==> config.mk <==
export PLATFORM = sky130hd
export DESIGN_NAME = instr_decode_reg
export DESIGN_NICKNAME = d
export VERILOG_FILES = /design/src/rtl/instr_decode_reg.sv
export SDC_FILE = /design/constraint.sdc
export NUM_CORES = 1
export LEC_CHECK = 0
export CORE_UTILIZATION = 46
export CTS_CLUSTER_DIAMETER = 120
export CTS_CLUSTER_SIZE = 12
export DETAILED_ROUTE_END_ITERATION = 10
export PLACE_DENSITY = 0.8
export SYNTH_ARGS = -nofsm -noshare
export SYNTH_HDL_FRONTEND = slang
export SYNTH_SLANG_ARGS = --single-unit
==> constraint.sdc <==
create_clock -name clk -period 2.47 [get_ports clk]
set_input_delay 0.247 -clock clk [delete_from_list [all_inputs] [get_ports clk]]
set_output_delay 0.247 -clock clk [all_outputs]
set_load 0.02 [all_outputs]
==> src/rtl/instr_decode_reg.sv <==
// ---------------------------------------------------------------------------
// instr_decode_reg
//   Pipeline register between instruction fetch and execute of the 18-bit
//   core. This is a 2-entry skid buffer. The main entry drives the outputs.
//   The skid entry catches the one word that fetch may still present in the
//   cycle in which execute stalls. The block runs at full throughput. Both
//   handshake outputs are taken straight from state-register bits.
//
// Ports
//   clk          rising-edge clock
//   rst          asynchronous active-high reset (clears valid bits and data)
//   i_flush      synchronous discard of every held instruction
//   i_in_valid   fetch presents i_in_instr
//   o_in_ready   block can accept this cycle (registered)
//   i_in_instr   instruction word from fetch
//   o_out_valid  decoded fields valid (registered)
//   i_out_ready  execute consumes the head entry this cycle
//   o_out_instr  raw word of the head entry
//   o_opcode     head[17:14]
//   o_rd         head[13:10]
//   o_rs1        head[9:6]
//   o_rs2        head[3:0]
//   o_imm6       head[5:0], unextended (feeds the sign extender)
// ---------------------------------------------------------------------------
module instr_decode_reg #(
  parameter int IW   = 18,
  parameter int OPW  = 4,
  parameter int RW   = 4,
  parameter int IMMW = 6
) (
  input  logic            clk,
  input  logic            rst,
  input  logic            i_flush,
  input  logic            i_in_valid,
  output logic            o_in_ready,
  input  logic [IW-1:0]   i_in_instr,
  output logic            o_out_valid,
  input  logic            i_out_ready,
  output logic [IW-1:0]   o_out_instr,
  output logic [OPW-1:0]  o_opcode,
  output logic [RW-1:0]   o_rd,
  output logic [RW-1:0]   o_rs1,
  output logic [RW-1:0]   o_rs2,
  output logic [IMMW-1:0] o_imm6
);

  // The state encoding is chosen so that bit 1 is the main-valid flag and
  // bit 0 is the skid-valid flag. Both handshake outputs are therefore
  // plain flop outputs with no decode logic.
  typedef enum logic [1:0] {
    ST_EMPTY = 2'b00,
    ST_ONE   = 2'b10,
    ST_FULL  = 2'b11
  } state_t;

  state_t        r_state;
  state_t        w_state_next;
  logic [IW-1:0] r_main;
  logic [IW-1:0] r_skid;

  logic          w_accept;
  logic          w_pop;
  logic          w_load_main;
  logic          w_main_from_skid;
  logic          w_load_skid;
  logic [IW-1:0] w_main_d;

  assign w_accept = i_in_valid & ~r_state[0];
  assign w_pop    = r_state[1] & i_out_ready;

  always_comb begin
    w_state_next     = r_state;
    w_load_main      = 1'b0;
    w_main_from_skid = 1'b0;
    w_load_skid      = 1'b0;
    case (r_state)
      ST_EMPTY: begin
        if (w_accept) begin
          w_load_main  = 1'b1;
          w_state_next = ST_ONE;
        end
      end
      ST_ONE: begin
        if (w_pop && w_accept) begin
          w_load_main = 1'b1;
        end else if (w_pop) begin
          w_state_next = ST_EMPTY;
        end else if (w_accept) begin
          w_load_skid  = 1'b1;
          w_state_next = ST_FULL;
        end
      end
      ST_FULL: begin
        // in_ready is low here, so only the drain of the skid entry matters.
        if (w_pop) begin
          w_load_main      = 1'b1;
          w_main_from_skid = 1'b1;
          w_state_next     = ST_ONE;
        end
      end
      default: begin
        w_state_next = ST_EMPTY;
      end
    endcase
    // Flush overrides everything. Same-cycle loads are also suppressed, so
    // the data registers keep their old contents and only the valid bits
    // drop.
    if (i_flush) begin
      w_state_next     = ST_EMPTY;
      w_load_main      = 1'b0;
      w_main_from_skid = 1'b0;
      w_load_skid      = 1'b0;
    end
  end

  assign w_main_d = w_main_from_skid ? r_skid : i_in_instr;

  always_ff @(posedge clk or posedge rst) begin
    if (rst) begin
      r_state <= ST_EMPTY;
    end else begin
      r_state <= w_state_next;
    end
  end

  always_ff @(posedge clk or posedge rst) begin
    if (rst) begin
      r_main <= '0;
      r_skid <= '0;
    end else begin
      if (w_load_main) r_main <= w_main_d;
      if (w_load_skid) r_skid <= i_in_instr;
    end
  end

  assign o_out_valid = r_state[1];
  assign o_in_ready  = ~r_state[0];
  assign o_out_instr = r_main;
  assign o_opcode    = r_main[IW-1 -: OPW];
  assign o_rd        = r_main[IW-OPW-1 -: RW];
  assign o_rs1       = r_main[IW-OPW-RW-1 -: RW];
  assign o_rs2       = r_main[RW-1:0];
  assign o_imm6      = r_main[IMMW-1:0];

endmodule

==> impl_metrics.toml <==
[run_status]
status = "complete, no violations"

[timing]
tightest_slew_ps = 765
slew_violations = 0
min_period_ps = 2020
rsz0062_at_grt = "false"
setup_viol = 0
slew_headroom_pct = 49.0
fin_skew_ps = 7.97
setup_tns_ps = 0
period_share_pct = 81.8
fmaxAchievable_mhz = 495
hold_viol_final = 0

[power]
irDropWorstVdd_mv = 0.648
leakage_nw = 1.17
p_per_area_mw_per_mm2 = 1320

[synthesis]
synthTopCellsByCount = "44 x mux2_2, 38 x dfrtp_1, 23 x buf_4"
syn_nets = 172
synth_flop_cell = "dfrtp_1"
ys_ff_latch = 38
yosysTopAreaCell = "dfrtp_1"
ys_warn_count = 0
synth_cells = 145
ys_top_cells_by_area = "dfrtp_1 47%, mux2_2 24%, buf_4 8.5%"
ys_async_sr_fraction_pct = 100
yosysMostFrequentCell = "mux2_2"
ys_types = 22
seq_area_frac_synth_pct = 46.9
yosysTopAreaCellShare_pct = 46.9
syn_area_sq_mm = 0.00203
synth_edf_count = 0
syn_area_per_cell_sq_um = 14.0

[clock_network]
ctsHtreeMaxLevel = 2
clkTransAtPathRegs_ps = 80
cts_tree = "yes"
clock_latency_ps = 290
cts_resized = 0
cts_hold_buf = 0
cts.sinks = 38
clockBufferDepth = 2
root_buffer = "clkbuf_8"
cts-buffers-inserted = 5
cts_setup_buffers = 0

[floorplan]
dieArea_sq_mm = 0.00468
core_sq_mm = 0.00412
fp.dieW_um = 68.4
num_rows = 23
initial_utilization_pct = 49.3
die_h_um = 68.4
ios = 65

[worst_setup_path]
rrSetupSlack_ps = 450
regToRegStartpoint = "r_state[0]"
rr_worst_depth = 5
critPathMaxStageDelay_ps = 650
r2r_end = "r_skid[0]"
path_cells = "inv_1 > ha_1 > nand3b_1 > or3_1 > mux2_2"
startpoint = "r_state[0]"
crit_slowest_cell = "or3_1"
cp.required_ps = 2640
crit_type = "reg2reg"
cp.depth = 5
crit_path_end = "r_skid[0]"
crit_fanout = 18
cp_top_family = "simple AND/OR/NAND/NOR gates"
worst-path-buf-inv = 1
worstPathArrival_ps = 2190
start_kind = "register"
cp-end-kind = "register"

[global_routing]
met2_usage_pct = 30.4
first_global_vias = 1269
grt_first_pass_wirelength_mm = 5.74
grt_use_met1_pct = 19.5
grt_max_degree = 39
top_usage_layer = "met2"
track_usage_pct = 17.3
grt_overflow_total = 0
antenna_found_initial = 0
use_met3_pct = 5.67

[run]
drv_cap = 0

[drt]
drt_iter0_drc = 62
vias = 1289
antenna_left = 0
routedWlPerCell_um = 15.0
finalWirelength_mm = 3.64
vias_per_cell = 5.33
drt_pre_antenna_iters = 5
route.detailed.drc = 0

[final_layout]
drive_gt1_share_pct = 34.4
n_antenna_cell = 0
num-nets-final = 218
synthToLayoutAreaGrowth_pct = 29.5
num-fill-cells = 322
final_util_pct = 63.8

[placed_design]
hpwl_mm = 2.53
numPortBuffers = 64
routabilityCongestion = 0.736

[worst_hold_path]
worstHoldPathType = "in2async"
## logic make-up after synthesis
kind of cell,synth area share (%)
muxes,31.8
buffers and inverters,11.9
DFF,46.9
and+or+nand+nor,2.90
adders and majority gates,2.47
AOI/OAI and AO/OA,4.01
## registers in the layout, summed over array words and instances, names as in the netlist
register	cells
o_out_instr	18
r_skid	18
r_state	2
## placed cells by master, fill, tap and decap left out, drive strengths merged
cell type and instances:
clkdlybuf4s50 64, o21ai 2, clkbuf 7, a22oi 1, bufinv 1, and2 1, inv 4, and2b 1
ha 4, a21oi 4, nor2 1, or3 1, nand3b 2, dfrtp 38, nand3 1, a2111o 1
buf 2, a21bo 1, a211o 1, o41ai 1, mux2 54
## area by class of cell
cell class,count,area [sq um],area share (%)
clock buffer,7,76.3,2.91
clock inverter,1,30.0,1.14
multi-input combinational,76,836,31.8
sequential,38,951,36.2
timing repair buffer,66,656,25.0
inverter,4,15.0,0.572
tap,50,62.6,2.38
## tightest hold or removal path, cell delays in order
cell and delay, ps:
clkdlybuf4s50_1 390, inv_1 50, buf_4 400
## layer usage
metal | vias to the layer above | routed length, um
met5 | - | 0
met4 | 0 | 6
met3 | 2 | 267
met2 | 72 | 1800
met1 | 635 | 1560
li1 | 580 | -
## where the power goes
group,total (mW),switching [mW],internal (mW)
combinational,1.80,0.793,1.01
sequential,1.15,0.220,0.934
clock,0.510,0.208,0.302
## metrics by stage
step / setup WS, ps / power, mW / instance area (sq um) / hold slack (ps) / instances
2_1_floorplan: 597 / 2.41 / 2030 / 310 / 145
3_3_place_gp: 390 / 2.92 / 2520 / 484 / 234
3_5_place_dp: 327 / 2.97 / 2520 / 490 / 234
4_1_cts: 416 / 3.50 / 2630 / 380 / 242
5_1_grt: 329 / 3.67 / 2630 / 413 / 242
6_report: 451 / 3.46 / 2630 / 370 / 242
## how the worst min path moves through the flow
stage	startpoint	to	depth (start not counted)
global route	rst	o_out_instr[3]	3
floorplan	i_flush	r_state[1]	1
detailed placement	r_skid[16]	r_skid[16]	1
finish	rst	r_skid[13]	3
global placement	r_skid[17]	r_skid[17]	1
CTS	rst	o_out_instr[6]	3
Power figures use the tool's default switching activity.
